`config.mk`:
```
export PLATFORM = sky130hd
export DESIGN_NAME = jtag_scan_master
export DESIGN_NICKNAME = d
export VERILOG_FILES = /design/src/rtl/jtag_scan_pkg.sv /design/src/rtl/jtag_tck_gen.sv /design/src/rtl/jtag_scan_master.sv
export SDC_FILE = /design/constraint.sdc
export NUM_CORES = 1
export LEC_CHECK = 0
export ABC_AREA = 1
export CAP_MARGIN = 0
export CORE_ASPECT_RATIO = 1.2
export CORE_MARGIN = 8
export CORE_UTILIZATION = 49
export DETAILED_ROUTE_END_ITERATION = 7
export HOLD_SLACK_MARGIN = 0.06
export MAX_ROUTING_LAYER = met4
export PLACE_DENSITY = 0.77
export SLEW_MARGIN = 5
export SYNTH_ARGS = -nofsm -noshare
export SYNTH_HDL_FRONTEND = slang
export SYNTH_SLANG_ARGS = --single-unit
```
`constraint.sdc`:
```
create_clock -name clk -period 2 [get_ports clk]
set_input_delay 0.4 -clock clk [delete_from_list [all_inputs] [get_ports clk]]
set_output_delay 0.4 -clock clk [all_outputs]
set_load 0.02 [all_outputs]
```
`src/rtl/jtag_scan_pkg.sv`:
```
// Shared types and TMS sequences for the JTAG scan master.
// Each TMS constant has bit i = tms on pulse i of that phase.
package jtag_scan_pkg;

  typedef enum logic [1:0] {
    OP_TAP_RESET = 2'd0,
    OP_IR_SCAN   = 2'd1,
    OP_DR_SCAN   = 2'd2,
    OP_RSVD      = 2'd3
  } cmd_op_e;

  typedef enum logic [2:0] {
    ST_INIT,
    ST_IDLE,
    ST_HDR,
    ST_SHIFT,
    ST_TRL,
    ST_RESP
  } state_e;

  // Test-Logic-Reset (5x tms=1), then Run-Test/Idle
  localparam logic [7:0] INIT_TMS      = 8'b0001_1111;
  localparam int         INIT_PULSES   = 6;
  // Idle -> Select-DR -> Select-IR -> Capture-IR -> Shift-IR
  localparam logic [7:0] IR_HDR_TMS    = 8'b0000_0011;
  localparam int         IR_HDR_PULSES = 4;
  // Idle -> Select-DR -> Capture-DR -> Shift-DR
  localparam logic [7:0] DR_HDR_TMS    = 8'b0000_0001;
  localparam int         DR_HDR_PULSES = 3;
  // Exit1 -> Update -> Run-Test/Idle
  localparam logic [7:0] TRL_TMS       = 8'b0000_0001;
  localparam int         TRL_PULSES    = 2;

endpackage

```
`src/rtl/jtag_tck_gen.sv`:
```
// TCK divider: while enabled, each bit-period is DIV clk cycles low then
// DIV cycles high. Strobes flag the clk edge on which tck will rise/fall.
module jtag_tck_gen #(
  parameter int DIV = 2
) (
  input  logic clk,
  input  logic rst_n,
  input  logic en,
  output logic tck,
  output logic fall_stb,
  output logic rise_stb
);

  localparam int PW = (DIV > 1) ? $clog2(DIV) : 1;

  logic [PW-1:0] ph;
  logic          ph_end;

  assign ph_end   = (ph == PW'(DIV - 1));
  assign fall_stb = en && tck && ph_end;
  assign rise_stb = en && !tck && ph_end;

  // Disabled holds tck low with the phase counter parked, so every
  // enable starts cleanly at the beginning of a low phase.
  always_ff @(posedge clk or negedge rst_n) begin
    if (!rst_n) begin
      ph  <= '0;
      tck <= 1'b0;
    end else if (!en) begin
      ph  <= '0;
      tck <= 1'b0;
    end else if (ph_end) begin
      ph  <= '0;
      tck <= ~tck;
    end else begin
      ph  <= ph + 1'b1;
    end
  end

endmodule

```
`src/rtl/jtag_scan_master.sv`:
```
// Command-driven JTAG master: TAP reset, IR and DR scans from Run-Test/Idle,
// one response per accepted command with the captured TDO bits.
module jtag_scan_master
  import jtag_scan_pkg::*;
#(
  parameter int  DIV     = 2,
  parameter int  MAX_LEN = 64,
  localparam int LW      = $clog2(MAX_LEN + 1)
) (
  input  logic               clk,
  input  logic               rst_n,
  input  logic               cmd_valid,
  output logic               cmd_ready,
  input  logic [1:0]         cmd_op,
  input  logic [LW-1:0]      cmd_len,
  input  logic [MAX_LEN-1:0] cmd_data,
  output logic               rsp_valid,
  input  logic               rsp_ready,
  output logic [MAX_LEN-1:0] rsp_data,
  output logic               tck,
  output logic               tms,
  output logic               tdi,
  input  logic               tdo
);

  localparam int IW = $clog2(MAX_LEN);

  state_e             state, nxt;
  cmd_op_e            op_q;
  logic [LW-1:0]      cnt, len_q, len_c, last_cnt;
  logic [2:0]         nidx;
  logic [MAX_LEN-1:0] dat, cap;
  logic               rst_cmd, accept, last, tck_en, fall_stb, rise_stb;

  jtag_tck_gen #(.DIV(DIV)) u_tck (
    .clk      (clk),
    .rst_n    (rst_n),
    .en       (tck_en),
    .tck      (tck),
    .fall_stb (fall_stb),
    .rise_stb (rise_stb)
  );

  assign len_c  = (cmd_len > LW'(MAX_LEN)) ? LW'(MAX_LEN) : cmd_len;
  assign accept = cmd_valid && cmd_ready;
  assign nidx   = cnt[2:0] + 3'd1;
  assign last   = (cnt == last_cnt);

  always_comb begin
    last_cnt = '0;
    unique case (state)
      ST_INIT:  last_cnt = LW'(INIT_PULSES - 1);
      ST_HDR:   last_cnt = (op_q == OP_IR_SCAN) ? LW'(IR_HDR_PULSES - 1)
                                                : LW'(DR_HDR_PULSES - 1);
      ST_SHIFT: last_cnt = len_q - LW'(1);
      ST_TRL:   last_cnt = LW'(TRL_PULSES - 1);
      default:  last_cnt = '0;
    endcase
  end

  always_ff @(posedge clk or negedge rst_n) begin
    if (!rst_n) state <= ST_INIT;
    else        state <= nxt;
  end

  always_comb begin
    nxt = state;
    unique case (state)
      ST_INIT:  if (fall_stb && last) nxt = rst_cmd ? ST_RESP : ST_IDLE;
      ST_IDLE: begin
        if (accept) begin
          unique case (cmd_op_e'(cmd_op))
            OP_TAP_RESET:           nxt = ST_INIT;
            OP_IR_SCAN, OP_DR_SCAN: nxt = (len_c != '0) ? ST_HDR : ST_RESP;
            default:                nxt = ST_RESP;
          endcase
        end
      end
      ST_HDR:   if (fall_stb && last) nxt = ST_SHIFT;
      ST_SHIFT: if (fall_stb && last) nxt = ST_TRL;
      ST_TRL:   if (fall_stb && last) nxt = ST_RESP;
      ST_RESP:  if (rsp_ready) nxt = ST_IDLE;
      default:  nxt = ST_INIT;
    endcase
  end

  always_comb begin
    cmd_ready = 1'b0;
    rsp_valid = 1'b0;
    tck_en    = 1'b0;
    unique case (state)
      ST_IDLE:                       cmd_ready = 1'b1;
      ST_RESP:                       rsp_valid = 1'b1;
      ST_INIT, ST_HDR, ST_SHIFT, ST_TRL: tck_en = 1'b1;
      default: ;
    endcase
  end

  assign rsp_data = cap;

  // tms/tdi for pulse n+1 are loaded on the edge where pulse n's tck falls;
  // pulse 0 values are loaded at acceptance (or by reset for INIT).
  always_ff @(posedge clk or negedge rst_n) begin
    if (!rst_n) begin
      op_q    <= OP_TAP_RESET;
      len_q   <= '0;
      cnt     <= '0;
      rst_cmd <= 1'b0;
      dat     <= '0;
      cap     <= '0;
      tms     <= 1'b1;
      tdi     <= 1'b0;
    end else if (accept) begin
      op_q    <= cmd_op_e'(cmd_op);
      len_q   <= len_c;
      cnt     <= '0;
      rst_cmd <= (cmd_op_e'(cmd_op) == OP_TAP_RESET);
      dat     <= cmd_data;
      cap     <= '0;
      tms     <= (nxt == ST_INIT) || (nxt == ST_HDR);
    end else begin
      if (rise_stb && state == ST_SHIFT) cap[cnt[IW-1:0]] <= tdo;
      if (fall_stb) begin
        cnt <= last ? '0 : cnt + 1'b1;
        unique case (state)
          ST_INIT: tms <= last ? 1'b0 : INIT_TMS[nidx];
          ST_HDR: begin
            if (last) begin
              tms <= (len_q == LW'(1));
              tdi <= dat[0];
              dat <= dat >> 1;
            end else begin
              tms <= (op_q == OP_IR_SCAN) ? IR_HDR_TMS[nidx] : DR_HDR_TMS[nidx];
            end
          end
          ST_SHIFT: begin
            if (last) begin
              tms <= TRL_TMS[0];
              tdi <= 1'b0;
            end else begin
              tms <= (cnt + 1'b1 == last_cnt);
              tdi <= dat[0];
              dat <= dat >> 1;
            end
          end
          ST_TRL:  tms <= last ? 1'b0 : TRL_TMS[nidx];
          default: ;
        endcase
      end
    end
  end

endmodule

```
# [Yosys cells after proc, flatten, opt, wreduce, memory -nomap -nowiden]
# Memories as Yosys holds them, arrays and structs flattened.
# Cells that the tools add are included.
[word_totals] latchBits=0 mem_bits_ro=24 out_inout_bits=69 input_bits=78 memories=3 mem_bits_rw=0 register_bits=152 wordCells=111
[op_classes] n_mul=0 n_bitwise=2 add_sub_neg=4 n_reduce_logical=24 n_div=0 magnitude_cmp=4 n_mux=47 shifts=0 n_eq_ne=16
[memory_table] memory="(no name shown)" words=8 word_bits=1 read_ports=1 rd_clocked_by_memory_dff=0 write_ports=0 line_no="jtag_scan_master.sv:146" rtl="ST_TRL: tms <= last ? 1'b0 : TRL_TMS[nidx];"
[memory_table] memory="(no name shown)" words=8 word_bits=1 read_ports=1 rd_clocked_by_memory_dff=0 write_ports=0 line_no="jtag_scan_master.sv:133" rtl="tms <= (op_q == OP_IR_SCAN) ? IR_HDR_TMS[nidx] : DR_HDR_TMS[nidx];"
[memory_table] memory="(no name shown)" words=8 word_bits=1 read_ports=1 rd_clocked_by_memory_dff=0 write_ports=0 line_no="jtag_scan_master.sv:126" rtl="ST_INIT: tms <= last ? 1'b0 : INIT_TMS[nidx];"
[ops] operator="$mux W64" count=6
[ops] operator="$pmux W64 S2" count=1
[ops] operator="$bwmux W64" count=1
[ops] operator="$mux W7" count=4
[ops] operator="$pmux W7 S4" count=1
[ops] operator="$mux W3" count=8
[ops] operator="$mux W1" count=21
[ops] operator="$pmux W3 S6" count=1
[ops] operator="$eq A7 B7 Y1" count=2
[ops] operator="$eq A3 B2 Y1 const B" count=3
[ops] operator="$logic_and A1 B1 Y1" count=8
[ops] operator="$reduce_and A4 Y1" count=2
[ops] operator="$add A7 B1 Y7 const B" count=1
[ops] operator="$eq A7 B1 Y1 const B" count=1
[ops] operator="$gt A7 B7 Y1 const B" count=1
[ops] operator="$lt A6 B7 Y1 const B" count=1
[ops] operator="$reduce_bool A7 Y1" count=1
[ops] operator="$sub A7 B1 Y7 const B" count=1
[ops] operator="$demux W1 S6" count=1
[ops] operator="$eq A3 B3 Y1 const B" count=2
[ops] operator="$ge A6 B1 Y1 const B" count=1
[ops] operator="$logic_not A3 Y1" count=2
[ops] operator="$ne A3 B3 Y1 const B" count=2
[ops] operator="$pmux W3 S2" count=1
[ops] operator="19 further kinds" count=24

# [Depth between registers and ports, before layout]
[logic_depth] depth_word=11 mapped_depth=18 mapped_depth_nobuf=17

# [Cells and area by module]
# From an unflattened synthesis, not the netlist that was laid out.
[unflattened] hier_cells=1052 hier_area_um2=8127.8
[by_module_without_submodules] mod="jtag_scan_master" cells_per_inst=1040 instances=1 seq_area_each_um2=3754.9 area_each_um2=8037.7
[by_module_without_submodules] mod="jtag_tck_gen" cells_per_inst=12 instances=1 seq_area_each_um2=50.0 area_each_um2=90.1

# [Least setup slack after synthesis]
# Ideal clock, no wire load.
[synth_path] kind="flip-flop to flip-flop" start="register len_q[0]" end="register dat[63]" required_time_ps=1935 period_less_slack_ps=2177 path_buffers=2 setup_time_ps=65 arrival_ps=2111 stages_incl_launch_ff=19 setup_slack_ps=-177 path_cell_list="dfrtp_1 > inv_1 > ha_1 > inv_1 > nand2_1 > nand2_1 > nand2_1 > nand2_1 > nand2_1 > nand2_1 > nor2_1 > nand2_1 > nor2_1 > nand3_2 > nand3_2 > buf_4 > buf_4 > nand3_1 > nand2_1"
[synth_between] elab_chain_cells=5 elab_cells_between_ends=6 cone_classes="add/sub: 1; eq/ne: 3; mux: 1; reduce/logical: 1"
[synth_lines] element="from (decl)" line_no="jtag_scan_master.sv:30" rtl="logic [LW-1:0] cnt, len_q, len_c, last_cnt;"
[synth_lines] element="from (signal assigned)" line_no="jtag_scan_master.sv:115" rtl="len_q <= len_c;"
[synth_lines] element="$sub A7 B1 Y7 *" line_no="jtag_scan_master.sv:55" rtl="ST_SHIFT: last_cnt = len_q - LW'(1);"
[synth_lines] element="$pmux W7 S4 *" line_no="jtag_scan_master.sv:51" rtl="unique case (state)"
[synth_lines] element="$eq A7 B7 Y1 *" line_no="jtag_scan_master.sv:47" rtl="assign last = (cnt == last_cnt);"
[synth_lines] element="$ne A3 B3 Y1 (no source line)"
[synth_lines] element="$reduce_and A4 Y1 (no source line) *"
[synth_lines] element="to (signal assigned)" line_no="jtag_scan_master.sv:118" rtl="dat <= cmd_data;"
[synth_lines] element="to (signal assigned)" line_no="jtag_scan_master.sv:131" rtl="dat <= dat >> 1;"
[synth_lines] element="to (signal assigned)" line_no="jtag_scan_master.sv:143" rtl="dat <= dat >> 1;"
[synth_lines] element="to (decl)" line_no="jtag_scan_master.sv:32" rtl="logic [MAX_LEN-1:0] dat, cap;"
# Every way passes the cells marked *; elsewhere a longest branch is shown, timed or not.
# A chain may end at the register's enable or synchronous reset.

# [Worst setup path after layout]
[layout_path] start="register len_q[1]" end="register dat[29]"
# The elaborated chain is that of the path after synthesis.

==> results.ini <==
[run_status]
status=finished with violations
violations=DRC, setup timing

[die]
die_h_um=161
io_pins=147
num_rows=53
die_area_um2=21900
core_um2=17300
dieWidth_um=137
initial_core_util_pct=49.4

[finish]
diodes=0
final_layout_size_suffix_gt1_share_pct=20.2
layout_commonest_cell=nand2_1
nFillCells=1261
final_cells=1649
fin_nets=1501
syn_to_final_growth_pct=46.3
final_cell_mix=300 x nand2_1, 162 x inv_1, 149 x dfrtp_1

[worst_setup_path]
worst-setup-path-type=reg -> reg
end_kind=flop
start_kind=flop
crit_cells=17
cp_slowest_cell=dfrtp_1
cp_top_family=simple AND/OR/NAND/NOR gates
critical_path_buf_inv_count=5
crit_path_max_incr_delay_ns=0.38
crit_top_cell=nand2_2
crit_chain=inv_2 > ha_4 > nand2_2 > inv_2 > nand2_1 > nand2_2 > buf_4 > nand4_1 > nand2_2 > nor2_4 > nand2_2 > nand2_4 > nand3_4 > buf_12 > buf_8 > nand2_2 > nand3_2
cp.arrival_ns=2.59
required_ns=2.31
cp_max_fo=6
r2r_cells=17

[placement]
gp_congestion=0.922
dp.cells=1577
dp_hpwl_mm=16.7
place_ws_ns=-0.217
io_buffer_count=146

[synthesis]
synth_xor_area_share_pct=0.307
synth_async_sr_flop_share_pct=100
ys_ff_latch=152
synth_compound_area_share_pct=5.62
synth_cell_types=33
synth.mux.area_fraction_pct=0.117
synthSimpleGateAreaFrac_pct=37.0
ys_warn_count=0
syn_inst=1207
syn-cell-area_um2=8550
synth_top_family_by_area=simple AND/OR/NAND/NOR gates
synth_nets=1292
avgSynthCellArea_um2=7.08
synth_edf_count=0
synth_top_flop_cell=dfrtp_1
ys_seq_area_share_pct=44.5
yosys.area_share.adder_pct=1.02

[timing]
fin_crit_ns=2.28
slew_headroom_pct=77.0
final_hold_viol_count=0
max_freq_mhz=438
worst_slack_ns=-0.282
worstMarginPinSlew_ns=0.345
fin_crit_sh_pct=114
slew_viol_final=0
holdWs_ns=0.385
setup_viol=81
tns_ns=-14.02
finClkSkew_ns=0.0122
grt_setup_unrepaired=yes

[clock_network]
clkTransAtPathRegs_ns=0.07
clk_path_buf_depth=2
cts_root_buffer=clkbuf_16
clock_sinks=152
worstSkewPairLatency_ns=0.43
numCtsBuffers=17
cts_max_level=4
cts_tree=done

[drt]
drc=1
routedWlPerCell_um=17.7
ant_nets=0
wl_met2_mm=14.6
wl_met1_mm=10.8
wl_met3_mm=2.52
wl_mm=29.2
top_layer_used=met4
viasPerCell=5.61
first_iter_violations=822
num_vias=9256
drt_first_pass_iters=8

[run]
max_cap_viol_count=0

[grt]
grt_max_degree=64
antenna_found_initial=0
track_usage_pct=24.8
grt.overflow.total=0
grt_pass1_vias=9023
grt_pass1_wl_mm=43.1

[worst_hold_path]
hold_class=in -> async

[pwr]
power_uw=15500
p_per_area_nw_per_um2=1240
p_leak_uw=0.00652
peakVddDrop_v=0.000760

-- layer usage --
layer | GRT usage, % | vias to the layer above
li1 | - | 4320
met1 | 29.0 | 4304
met2 | 40.4 | 521
met3 | 5.06 | 111
met4 | 10.9 | 0
met5 | - | -
-- flip-flops by register name (all words and copies together), names as in the netlist --
name       cells
dat           64
rsp_data      64
cnt            7
len_q          7
state          3
op_q           2
rst_cmd        1
tdi            1
tms            1
u_tck.ph       1
u_tck.tck      1
-- where the power goes --
part / total (uW) / internal (uW) / switching (uW)
registers: 4760 / 4110 / 653
logic: 7610 / 3240 / 4370
clock network: 3140 / 1790 / 1350
-- metrics by stage --
step / instance area (um2) / utilization (%)
final: 12500 / 72.3
after global routing: 12500 / 72.3
after CTS: 11800 / 68.0
after detailed placement: 10700 / 62.0
after global placement: 10700 / 62.0
after floorplan: 8600 / -
-- worst paths after layout --
path | from | to | slack [ns]
max in group asynchronous | rst_n | len_q[2] | 1.00
worst min register to register | op_q[0] | op_q[0] | 0.48
min in group clk | op_q[0] | op_q[0] | 0.48
worst max-delay path | len_q[1] | dat[29] | -0.28
worst min-delay path | rst_n | dat[16] | 0.38
worst max register to register | len_q[1] | dat[29] | -0.28
-- cell type report --
type | count | area (um2) | area share (%)
multi-input combinational | 807 | 4360 | 34.9
sequential | 152 | 3810 | 30.4
timing repair buffer | 263 | 2830 | 22.6
inverter | 175 | 666 | 5.32
clock buffer | 20 | 457 | 3.65
tap | 220 | 275 | 2.20
clock inverter | 12 | 118 | 0.940
-- what timing repair did --
| action | CTS | global route |
|---|---|---|
| pin swaps | 16 | 67 |
| resized for setup | 81 | 173 |
| setup endpoints to repair | 112 | 145 |
| hold buffers | 1 | 0 |
| endpoints found under the hold margin | 18 | 0 |
| buffers inserted | 21 | 9 |
| cloned | 4 | 12 |
-- synth_stat cells, types with 3 or more instances --
| cell | instances | area (um2) |
|---|---|---|
| dfrtp_1 | 151 | 3780 |
| nor3_1 | 8 | 40.0 |
| clkbuf_1 | 50 | 188 |
| buf_2 | 14 | 70.1 |
| a21oi_1 | 9 | 45.0 |
| nand4_1 | 124 | 776 |
| or2_2 | 3 | 18.8 |
| ha_1 | 7 | 87.6 |
| buf_4 | 8 | 60.1 |
| o21ai_0 | 76 | 380 |
| o22ai_1 | 5 | 31.3 |
| nand3_1 | 105 | 526 |
| inv_1 | 172 | 646 |
| nand2_1 | 346 | 1300 |
| nor2_1 | 107 | 402 |
-- worst register-to-register path, stage by stage (launching register included) --
cell and delay [ns]:
dfrtp_1 0.38, inv_2 0.07, ha_4 0.17, nand2_2 0.09
inv_2 0.05, nand2_1 0.06, nand2_2 0.06, buf_4 0.14
nand4_1 0.11, nand2_2 0.11, nor2_4 0.13, nand2_2 0.07
nand2_4 0.10, nand3_4 0.14, buf_12 0.17, buf_8 0.14
nand2_2 0.08, nand3_2 0.08
-- cells by family (layout without fill, tap and decap cells) --
group,count (synthesis),count (layout)
multiplexers,1,1
adder cells (fa/ha/maj),7,7
AND/OR/NAND/NOR,703,703
XOR/XNOR,3,3
flip-flops,152,152
AO/OA/AOI/OAI,93,93
buffers and inverters,248,470
No activity file was read; power rests on OpenSTA's default activity.
==> RTL change, RTL diff (same settings) <==
Encoding of `state_e`: now one-hot (6 bits for 6 states).
--- a/src/rtl/jtag_scan_pkg.sv
+++ b/src/rtl/jtag_scan_pkg.sv
@@ -11,9 +11,9 @@
 
-  typedef enum logic [2:0] {
-    ST_INIT,
-    ST_IDLE,
-    ST_HDR,
-    ST_SHIFT,
-    ST_TRL,
-    ST_RESP
+  typedef enum logic [5:0] {
+    ST_INIT  = 6'b000001,
+    ST_IDLE  = 6'b000010,
+    ST_HDR   = 6'b000100,
+    ST_SHIFT = 6'b001000,
+    ST_TRL   = 6'b010000,
+    ST_RESP  = 6'b100000
   } state_e;
Function: no difference found for any inputs over 10 cycles, from zero or initial values and one cycle with rst_n low; not proved beyond that.
==> RTL change against the unedited design <==
  * The flow finishes with violations (setup timing)
  * Clock skew about the same
  * Setup slack got worse by 0.35 ns
  * Critical endpoint is now dat[46]
  * Non-clock buffer count rose by 28
  * Critical path type unchanged
  * Sequential cell count up 3
  * Wire length grew 4.2%
  * Final area down 0.23%
  * Sequential share of layout area is 0.66 points higher
  * Area after synthesis decreased by 11%
  * Count of clock-buffer cells in the layout grew 2
  * Worst hold slack gained 0.091 ns
Power is not compared: it rests on default switching activity, and its combinational part moved more than twofold at a synthesized area within 25%.
==> RTL change: results (changes against the unedited design) <==
synth_commonest_cells: "dfrtp_1 (153), nand2_1 (131), o21ai_0 (122), a21oi_1 (73), mux2i_1 (63)"
cp.arrival_ns: 2.98  # +0.39 ns
grt_pass1_vias: 7560  # -16%
port_buffers: 146  # unchanged
grt_util_met2_pct: 39.3  # -1.0 points
grt_use_met3_pct: 5.88  # +0.82 points
finalSetupViolCount: 154  # +90%
wl_met3_mm: 2.63  # +4.5%
gp_congestion: 0.903  # -2.0%
synth_area_leaders: "dfrtp_1 (50%), mux2i_1 (8.3%), o21ai_0 (8.0%), nand2_1 (6.5%), a21oi_1 (4.8%)"
drive_above_1_share_pct: 35.2  # +15 points
setup_ws_ns: -0.634  # -0.351 ns
clock_latency_ns: 0.44
nNetsFinal: 1206  # -20%
grt_usage_pct: 24.4  # -0.39 points
finalSetupTns_ns: -56.76  # -42.74 ns
relSlewSlack_pct: 51.8  # -25 points
slowest_delay_ns: 0.44  # +0.06 ns
regToRegEndpoint: "dat[46]"
grtUsageMet1_pct: 29.0  # -0.079 points
fillers: 854  # -32%
cts_setup_buffers: 15  # -29%
status: "finished, violations left"
met2_length_mm: 14.9  # +2.1%
hpwl_mm: 15.4  # -7.5%
fin_worst_skew_ns: 0.0121  # -0.000123 ns
cts_resized: 52  # -36%
synthDistinctLibCells: 34  # +3.0%
drtIter0Drc: 884  # +7.5%
r2r_start: "state[3]"
grt_max_degree: 66  # +3.1%
switching_share_pct: 36.5
timing.hold.ws_ns: 0.475  # +0.0908 ns
routedWlPerCell_um: 22.7  # +28%
synth_nets: 943  # -27%
vias: 8228  # -11%
violations: "setup timing"
grt_pass1_wl_mm: 37.9  # -12%
dr.pass1.iters: 5  # -3
worstPathMaxFanout: 17  # +11
[RTL change: cell type report]
class / count / area share [%]
Multi-Input combinational cell: 594 / 35.5
Sequential cell: 155 / 31.1
Timing Repair Buffer: 291 / 24.7
Clock buffer: 22 / 3.72
Tap cell: 208 / 2.08
Inverter: 61 / 1.97
Clock inverter: 9 / 0.912
[RTL change: through the flow]
| stage | instance area, µm² | std cells | worst slack [ns] |
|---|---|---|---|
| floorplan | 7670 | 857 | -0.198 |
| detailed placement | 10100 | 1264 | -0.451 |
| global route | 12500 | 1340 | -0.752 |
| CTS | 11100 | 1313 | -0.358 |
| finish | 12500 | 1340 | -0.634 |
| global placement | 10100 | 1264 | -0.345 |
[RTL change: kinds of logic (layout without fill, tap and decap cells)]
kind of cell               after synthesis  in the layout  synth area share, %
AOI/OAI and AO/OA                      229            229                 15.6
xor gates and xnor gates                 6              6                0.690
adders and majority gates                8              8                 1.31
buffers and inverters                  109            383                 5.98
DFF                                    155            155                 50.9
muxes                                   63             63                 8.28
and+or+nand+nor                        287            288                 17.2
[RTL change: power by group through the flow]
stage | Clock (mW) | Sequential, mW | Combinational [mW]
after floorplan | 0 | 3.53 | 1.20
after global placement | 0 | 3.53 | 2.24
after detailed placement | 0 | 3.53 | 2.28
after CTS | 3.23 | 3.48 | 2.57
after global routing | 3.41 | 3.53 | 3.50
final | 3.26 | 3.52 | 3.36
[RTL change: how the worst max path moves through the flow]
stage | start | end | cells after the start
3_3_place_gp | len_q[2] | dat[9] | 16
6_report | state[3] | dat[46] | 18
2_1_floorplan | state[5] | dat[0] | 15
4_1_cts | state[4] | dat[12] | 16
3_5_place_dp | state[2] | dat[22] | 15
5_1_grt | state[3] | dat[44] | 18
